File: src/rtl/fp_pkg.sv
// fp_pkg: rounding-mode encodings, unrounded-mantissa layout and request type
// shared by the rounding arbiter and its datapath.
package fp_pkg;

    localparam logic [2:0] RM_RNE = 3'b000;
    localparam logic [2:0] RM_RTZ = 3'b001;
    localparam logic [2:0] RM_RDN = 3'b010;
    localparam logic [2:0] RM_RUP = 3'b011;
    localparam logic [2:0] RM_RMM = 3'b100;
    localparam logic [2:0] RM_DYN = 3'b111;

    // 28-bit unrounded mantissa: [27] ignored, [26:3] significand (hidden bit at 26),
    // [2] guard, [1] round, [0] sticky.
    localparam int MANT_IN_W = 28;
    localparam int MANT_HI   = 26;
    localparam int MANT_LO   = 3;
    localparam int G_BIT     = 2;
    localparam int R_BIT     = 1;
    localparam int S_BIT     = 0;

    localparam int FP_TAG_W  = 5;

    typedef struct packed {
        logic                 sign;
        logic [7:0]           exp;
        logic [MANT_IN_W-1:0] mant;
        logic [2:0]           rm;
        logic [FP_TAG_W-1:0]  tag;
    } fp_req_t;

    // (base + off) mod n, used for the rotating arbitration pointer.
    function automatic int wrap_add(input int base, input int off, input int n);
        return (base + off) % n;
    endfunction

endpackage

File: src/rtl/fp_normalize_round.sv
// fp_normalize_round: rounds a normalised 24-bit significand with G/R/S bits
// to a packed IEEE-754 single. A round-up carry out of the significand bumps
// the exponent (mod 256) and clears the fraction.
module fp_normalize_round
    import fp_pkg::*;
(
    input  logic        sign_i,
    input  logic [7:0]  exp_i,
    input  logic [26:0] mant_i,
    input  logic [2:0]  rm_i,
    output logic [31:0] data_o
);

    logic [23:0] sig;
    logic        guard;
    logic        round_b;
    logic        sticky;
    logic        inexact;
    logic        rnd_up;
    logic [24:0] sum;
    logic [7:0]  exp_r;
    logic [22:0] frac_r;
    logic        unused_hidden;

    // Decide round-up for the mode, add it in, and absorb a carry into the exponent.
    always_comb begin
        sig     = mant_i[MANT_HI:MANT_LO];
        guard   = mant_i[G_BIT];
        round_b = mant_i[R_BIT];
        sticky  = mant_i[S_BIT];
        inexact = guard | round_b | sticky;
        rnd_up  = 1'b0;
        exp_r   = exp_i;
        frac_r  = '0;
        case (rm_i)
            RM_RNE:  rnd_up = guard & (round_b | sticky | sig[0]);
            RM_RDN:  rnd_up = inexact & sign_i;
            RM_RUP:  rnd_up = inexact & ~sign_i;
            RM_RMM:  rnd_up = guard;
            default: rnd_up = 1'b0;  // RTZ, and illegal modes already forced to RTZ
        endcase
        sum = {1'b0, sig} + 25'(rnd_up);
        if (sum[24]) begin
            exp_r  = exp_i + 8'd1;
            frac_r = '0;
        end else begin
            frac_r = sum[22:0];
        end
    end

    // Hidden bit is implied in the packed result.
    assign unused_hidden = sum[23];
    assign data_o        = {sign_i, exp_r, frac_r};

endmodule

File: src/rtl/fp_round_arbiter.sv
// fp_round_arbiter: round-robin shares one rounding datapath among NREQ FP
// producers. S1 holds the accepted request, the datapath sits between S1 and
// S2, and S2 drives the tagged result to writeback with valid/ready.
module fp_round_arbiter
    import fp_pkg::*;
#(
    parameter int NREQ  = 4,
    parameter int TAG_W = 5,
    parameter int SRC_W = 2
) (
    input  logic                  clk,
    input  logic                  rst_n,
    input  logic [NREQ-1:0]       req_valid,
    output logic [NREQ-1:0]       req_ready,
    input  logic [NREQ-1:0]       req_sign,
    input  logic [NREQ*8-1:0]     req_exp,
    input  logic [NREQ*28-1:0]    req_mant,
    input  logic [NREQ*3-1:0]     req_rm,
    input  logic [NREQ*TAG_W-1:0] req_tag,
    input  logic [2:0]            frm,
    output logic                  out_valid,
    input  logic                  out_ready,
    output logic [31:0]           out_data,
    output logic [SRC_W-1:0]      out_src,
    output logic [TAG_W-1:0]      out_tag,
    output logic                  out_illegal
);

    typedef struct packed {
        logic             sign;
        logic [7:0]       exp;
        logic [26:0]      mant;
        logic [2:0]       rm;
        logic             ill;
        logic [SRC_W-1:0] src;
        logic [TAG_W-1:0] tag;
    } s1_t;

    typedef struct packed {
        logic [31:0]      data;
        logic [SRC_W-1:0] src;
        logic [TAG_W-1:0] tag;
        logic             ill;
    } s2_t;

    logic [SRC_W-1:0] rr_ptr_q, rr_ptr_d;
    logic [NREQ-1:0]  grant;
    logic [SRC_W-1:0] grant_idx;
    logic [SRC_W-1:0] cand;
    logic             found;
    logic             s1_free, s1_adv, accept;
    logic [2:0]       sel_rm, rm_eff;
    logic             s1_valid_q, s1_valid_d;
    logic             s2_valid_q, s2_valid_d;
    s1_t              s1_in, s1_q, s1_d;
    s2_t              s2_q, s2_d;
    logic [2:0]       dp_rm;
    logic [31:0]      dp_data;
    logic [NREQ-1:0]  unused_mant_msb;

    // Bit 27 of each mantissa carries no information.
    for (genvar i = 0; i < NREQ; i++) begin : g_mant_msb
        assign unused_mant_msb[i] = req_mant[28*i+27];
    end

    // Rotating-priority pick: first valid requester at or after rr_ptr_q.
    always_comb begin
        grant     = '0;
        grant_idx = '0;
        found     = 1'b0;
        cand      = '0;
        for (int k = 0; k < NREQ; k++) begin
            cand = SRC_W'(wrap_add(int'(rr_ptr_q), k, NREQ));
            if (!found && req_valid[cand]) begin
                found       = 1'b1;
                grant[cand] = 1'b1;
                grant_idx   = cand;
            end
        end
    end

    // S1 takes a new request when empty or draining this cycle; handshakes stay
    // silent while reset is asserted.
    assign s1_adv    = s1_valid_q & (~s2_valid_q | out_ready);
    assign s1_free   = ~s1_valid_q | s1_adv;
    assign req_ready = grant & {NREQ{s1_free & rst_n}};
    assign accept    = |req_ready;

    // Gather the granted request; frm is resolved here so only the accept-cycle value counts.
    always_comb begin
        sel_rm     = req_rm[3*grant_idx +: 3];
        rm_eff     = (sel_rm == RM_DYN) ? frm : sel_rm;
        s1_in      = '0;
        s1_in.sign = req_sign[grant_idx];
        s1_in.exp  = req_exp[8*grant_idx +: 8];
        s1_in.mant = req_mant[28*grant_idx +: 27];
        s1_in.rm   = rm_eff;
        s1_in.ill  = (rm_eff == 3'b101) || (rm_eff == 3'b110) || (rm_eff == 3'b111);
        s1_in.src  = grant_idx;
        s1_in.tag  = req_tag[TAG_W*grant_idx +: TAG_W];
    end

    // Illegal modes still produce a result, truncated.
    assign dp_rm = s1_q.ill ? RM_RTZ : s1_q.rm;

    fp_normalize_round u_round (
        .sign_i (s1_q.sign),
        .exp_i  (s1_q.exp),
        .mant_i (s1_q.mant),
        .rm_i   (dp_rm),
        .data_o (dp_data)
    );

    // Next state for the pointer and both pipeline stages.
    always_comb begin
        rr_ptr_d   = rr_ptr_q;
        s1_valid_d = s1_valid_q;
        s1_d       = s1_q;
        s2_valid_d = s2_valid_q;
        s2_d       = s2_q;
        if (accept) begin
            rr_ptr_d   = SRC_W'(wrap_add(int'(grant_idx), 1, NREQ));
            s1_d       = s1_in;
            s1_valid_d = 1'b1;
        end else if (s1_adv) begin
            s1_valid_d = 1'b0;
        end
        if (s1_adv) begin
            s2_valid_d = 1'b1;
            s2_d.data  = dp_data;
            s2_d.src   = s1_q.src;
            s2_d.tag   = s1_q.tag;
            s2_d.ill   = s1_q.ill;
        end else if (out_ready) begin
            s2_valid_d = 1'b0;
        end
    end

    // State registers; reset drops anything in flight.
    always_ff @(posedge clk or negedge rst_n) begin
        if (!rst_n) begin
            rr_ptr_q   <= '0;
            s1_valid_q <= 1'b0;
            s1_q       <= '0;
            s2_valid_q <= 1'b0;
            s2_q       <= '0;
        end else begin
            rr_ptr_q   <= rr_ptr_d;
            s1_valid_q <= s1_valid_d;
            s1_q       <= s1_d;
            s2_valid_q <= s2_valid_d;
            s2_q       <= s2_d;
        end
    end

    assign out_valid   = s2_valid_q;
    assign out_data    = s2_q.data;
    assign out_src     = s2_q.src;
    assign out_tag     = s2_q.tag;
    assign out_illegal = s2_q.ill;

endmodule

File: config.mk
export PLATFORM = sky130hd
export DESIGN_NAME = fp_round_arbiter
export DESIGN_NICKNAME = d
export VERILOG_FILES = /design/src/rtl/fp_pkg.sv /design/src/rtl/fp_normalize_round.sv /design/src/rtl/fp_round_arbiter.sv
export SDC_FILE = /design/constraint.sdc
export NUM_CORES = 1
export LEC_CHECK = 0
export ABC_AREA = 1
export CAP_MARGIN = 20
export CORE_UTILIZATION = 45
export DETAILED_ROUTE_END_ITERATION = 10
export MAX_ROUTING_LAYER = met4
export PLACE_DENSITY = 0.91
export SYNTH_ARGS = -nofsm -noshare
export SYNTH_HDL_FRONTEND = slang
export SYNTH_SLANG_ARGS = --single-unit
export TNS_END_PERCENT = 5
File: constraint.sdc
create_clock -name clk -period 8 [get_ports clk]
set_clock_uncertainty 0.05 [all_clocks]
set_input_delay 1.2 -clock clk [delete_from_list [all_inputs] [get_ports clk]]
set_output_delay 1.2 -clock clk [all_outputs]
set_load 0.05 [all_outputs]
# Yosys cells after proc, flatten, opt, wreduce, memory -nomap -nowiden
# Cells that the tools add are included.
[totals] out_inout_bits=45 register_bits=91
[classes] bitwise=18 eq_ne=7 addsub=6 reduce_logical=16 order_cmp=9 n_mux=38 mul=3 shifts=4
[op_table] op="112-bit by 8-bit indexed part select with 27-bit output" n=1
[op_table] op="32-bit by 6-bit indexed part select with 8-bit output" n=1
[op_table] op="24-bit by 1-bit adder with 25-bit output" n=1
[op_table] op="23-bit 2-to-1 mux" n=1
[op_table] op="20-bit by 6-bit indexed part select with 5-bit output" n=1
[op_table] op="1-bit 2-to-1 mux" n=16
[op_table] op="4-bit 2-to-1 mux" n=4
[op_table] op="3-bit equality test (second input constant)" n=5
[op_table] op="2-bit by 3-bit less-than comparator with 1-bit output (second input constant)" n=5
[op_table] op="4-bit OR" n=3
[op_table] op="12-bit by 5-bit indexed part select with 3-bit output" n=1
[op_table] op="1-bit binary-select mux with 2-bit select" n=5
[op_table] op="3-bit by 2-bit multiplier with 5-bit output (first input constant)" n=2
[op_table] op="8-bit by 1-bit adder with 8-bit output (second input constant)" n=1
[op_table] op="1-bit demux with 2-bit select" n=4
[op_table] op="2-bit by 1-bit greater-or-equal comparator with 1-bit output (second input constant)" n=4
[op_table] op="2-bit 2-to-1 mux" n=4
[op_table] op="8-bit 2-to-1 mux" n=1
[op_table] op="1-bit logical AND" n=7
[op_table] op="3-bit by 2-bit equality test with 1-bit output (second input constant)" n=2
[op_table] op="3-bit 2-to-1 mux" n=2
[op_table] op="1-bit OR" n=6
[op_table] op="1-bit AND" n=5
[op_table] op="2-bit by 1-bit adder with 2-bit output (second input constant)" n=2
[op_table] op="10 further kinds" n=17

# Logic depth before layout (Yosys ltp)
[depth] word_depth=19 mapped_depth=20 depth_no_buf=19

# Cells and area by module
# A second synthesis with hierarchy kept.
[unflattened] cells_unflattened=890 area_unflattened_um2=6351.1
[by_module_without_submodules] module="fp_round_arbiter" area_per_inst_um2=5296.3 instances=1 cells_each=677
[by_module_without_submodules] module="fp_normalize_round" area_per_inst_um2=1054.8 instances=1 cells_each=213

# Worst setup path after synthesis
# Ideal clock, no wire load.
[synth_timing] kind="in2out" start="in req_valid[3]" end="out req_ready[1]" path_stages=11 t_arrival_ns=2.232 required_time_ns=6.750 path_buffers=0 setup_slack_ns=4.518 path_cell_list="inv_1 -> nand2_1 -> nand3_2 -> nand2_8 -> inv_2 -> nand4_1 -> inv_2 -> nand2_1 -> nand4_1 -> nand2_1 -> inv_1"
[synth_between] elab_chain_cells=13
[synth_rtl] item="from (decl)" line="fp_round_arbiter.sv:13" rtl="input logic [NREQ-1:0] req_valid,"
[synth_rtl] item="1-bit binary-select mux with 2-bit select" line="fp_round_arbiter.sv:74" rtl="if (!found && req_valid[cand]) begin"
[synth_rtl] item="1-bit 2-to-1 mux (not written as such)" line="fp_round_arbiter.sv:74"
[synth_rtl] item="1-bit 2-to-1 mux" line="fp_round_arbiter.sv:74"
[synth_rtl] item="1-bit logical NOT" line="fp_round_arbiter.sv:74"
[synth_rtl] item="1-bit logical AND" line="fp_round_arbiter.sv:74"
[synth_rtl] item="1-bit 2-to-1 mux" line="fp_round_arbiter.sv:74"
[synth_rtl] item="1-bit logical NOT" line="fp_round_arbiter.sv:74"
[synth_rtl] item="1-bit logical AND" line="fp_round_arbiter.sv:74"
[synth_rtl] item="1-bit 2-to-1 mux" line="fp_round_arbiter.sv:74"
[synth_rtl] item="1-bit logical NOT" line="fp_round_arbiter.sv:74"
[synth_rtl] item="1-bit logical AND" line="fp_round_arbiter.sv:74"
[synth_rtl] item="4-bit 2-to-1 mux *" line="fp_round_arbiter.sv:74"
[synth_rtl] item="4-bit AND *" line="fp_round_arbiter.sv:86" rtl="assign req_ready = grant & {NREQ{s1_free & rst_n}};"
[synth_rtl] item="to (decl)" line="fp_round_arbiter.sv:14" rtl="output logic [NREQ-1:0] req_ready,"
# Every way passes the cells marked *; elsewhere a longest branch is shown, timed or not. The select of a mux whose other input is x is not followed.

# Worst setup path after layout
[layout_timing] start="in req_valid[0]" end="out req_ready[0]"
# Same word-level chain as after synthesis.

==> impl_metrics.ini <==
[cells_and_area]
layout_common_cells = clkdlybuf4s50_1, nand2_1, dfrtp_1
n_fill_cell = 1059
syn_to_final_growth_pct = 44.6
drive_above_1_share_pct = 7.68
final_common_cell = clkdlybuf4s50_1
nNetsFinal = 1186

[floorplan]
initial_core_util_pct = 46.7
die_w_um = 117
core_region_area_um2 = 12700
dieHeight_um = 117
io_pins = 235
die_area_um2 = 13700
placementRows = 41

[timing]
rsz0062_at_grt = no
hold_viol_final = 0
finalCritPeriodShare_pct = 60.1
setup_viol = 0
relSlewSlack_pct = 40.2
worstMarginPinSlew_ps = 897
finalMaxSlewViolations = 0
timing.fmax_mhz = 208
period_needed_ps = 4810
tns_ps = 0

[synth]
ys_async_sr_fraction_pct = 100
synth_top_area_share_pct = 38.3
yosys-top-cells-area = dfrtp_1, nand2_1, nand3_1
syn_area_um2 = 5940
ys_seq_area_share_pct = 38.3
ys.flop_type = dfrtp_1
yosys_warnings = 0
syn_nets = 984
synth.avg_cell_area_um2 = 7.59
synthesis.instances = 783
synth-seq-cells = 91
ys_types = 48
yosys.area.top_type = dfrtp_1
synth_edf_count = 0

[clocking]
cts.sinks = 91
path_clk_slew_ps = 60
cts_resized = 0
clk_latency_ps = 340
cts_setup_buffers = 0
cts_inserted_buffers = 9
clk_path_buf_depth = 2
cts_root_buf = clkbuf_16
ctsHoldBuffers = 0
cts_tree = done
htree_num_levels = 3

[drt]
vias = 6273
wl_um = 19300
drc = 0
vias_per_cell = 5.39
firstDrtPassIters = 5
final_antenna_net_count = 0
drt_iter0_drc = 537
wire_per_inst_um = 16.6

[hold_path]
min_to = out_data[6]$_DFFE_PN0P_
hold_start = out_data[6]$_DFFE_PN0P_
hp-class = reg -> reg
worstHoldPathCells = 2

[critical_path]
critPathSlowestCell = clkdlybuf4s50_1
crit_chain = clkdlybuf4s50_1, nand2_1, nand2_1, nand2_1, nand2_1, nand4_1, inv_2, nand2_1, nand3_1, nand2_1, inv_1, clkdlybuf4s50_1
cp-end-kind = output port
path_class = in -> out
path_max_fanout = 4
crit_buf_inv = 4
crit_family = buffers and inverters
crit_path_frequent_cell = nand2_1
rr_worst_depth = 15
reg2reg_to = s1_q[11]$_DFFE_PN0P_
rr_startpoint = rr_ptr_q[0]$_DFFE_PN0P_
slowest_delay_ps = 820
crit_arrival_ps = 3560
r2r_setup_slack_ps = 3970
startpoint_type = primary input
cp_data_required_time_ps = 6750

[global_route]
overflow = 0
grt_max_degree = 92
grt_antenna_before_repair = 1
grt_pass1_vias = 5845
grt_pass1_wl_um = 29700
grt_usage_pct = 29.5

[run]
max-cap-violations = 0

[run_status]
outcome = finished, final reports clean

[placement]
place.gp.congestion = 0.902
hpwl_um = 14300
portBuffers = 230
==> cell usage after synthesis (2+ instances only) <==
cell,number
a21oi_1,5
a22oi_1,3
a31oi_1,29
buf_1,2
buf_2,20
buf_4,9
buf_6,2
clkbuf_1,8
clkbuf_2,2
dfrtp_1,91
ha_1,11
inv_1,53
inv_2,4
nand2_1,191
nand2_2,8
nand2_4,5
nand3_1,75
nand3_2,2
nand3b_1,4
nand4_1,7
nor2_1,46
nor2_2,3
nor3_1,6
o211ai_1,27
o21ai_0,47
o21ai_1,29
o21bai_1,27
o31ai_1,3
or2_0,3
or2_2,25
xnor2_1,6
xor2_1,14
==> state kept, by name, summed over array words and instances, names as in the netlist <==
name and flops:
rr_ptr_q 2, out_src 2, out_valid 1, out_illegal 1, s1_q 47, out_data 32
out_tag 5, s1_valid_q 1
==> metrics by stage <==
step | util [%] | hold slack (ps) | cell area (um^2) | setup WS (ps) | instances
after floorplan | - | 393 | 5940 | 4520 | 783
after global placement | 64.9 | 413 | 8260 | 3260 | 1146
after detailed placement | 64.9 | 422 | 8260 | 3210 | 1146
after CTS | 67.5 | 438 | 8590 | 3210 | 1162
after global routing | 67.6 | 468 | 8590 | 3040 | 1163
final | 67.6 | 434 | 8590 | 3190 | 1163
==> worst min-delay path: stages (launching register included) <==
cell and delay, ps:
dfrtp_1 340, nand2_1 50, o21ai_0 60
==> cell families (layout without fill, tap and decap cells) <==
logic type,Yosys count,after routing,synth area share [%]
compound gates,177,177,18.4
other cells,0,1,0
fa+ha+maj,11,11,2.32
flops,91,91,38.3
simple gates,382,382,30.1
buf+inv,102,309,7.85
xor+xnor,20,20,2.95
==> worst max path at each step <==
stage	startpoint	endpoint	slack [ps]	cells past startpoint
global placement	req_valid[0]	req_ready[1]	3260	12
global route	req_valid[0]	req_ready[1]	3040	12
CTS	req_valid[0]	req_ready[0]	3210	12
finish	req_valid[0]	req_ready[0]	3190	12
floorplan	req_valid[3]	req_ready[1]	4520	11
detailed placement	req_valid[0]	req_ready[0]	3210	12
==> area by class of cell <==
cell class / count / area, um^2 / share of cell area [%]
sequential: 91 / 2280 / 26.5
antenna: 1 / 2.50 / 0.0291
timing repair buffer: 234 / 2330 / 27.1
multi-input combinational: 590 / 3210 / 37.3
tap: 172 / 215 / 2.50
clock buffer: 10 / 239 / 2.78
inverter: 59 / 229 / 2.66
clock inverter: 6 / 95.1 / 1.11
==> routing by layer <==
layer	up-vias	wire length [um]	GRT usage, %
met5	-	0	-
met4	0	340	8.02
met3	28	1070	3.96
met2	230	9380	48.2
met1	2967	8530	38.7
li1	3048	-	-
Power is not shown: default switching activity piles up to over one toggle a cycle in this logic, so the estimate is an artifact.
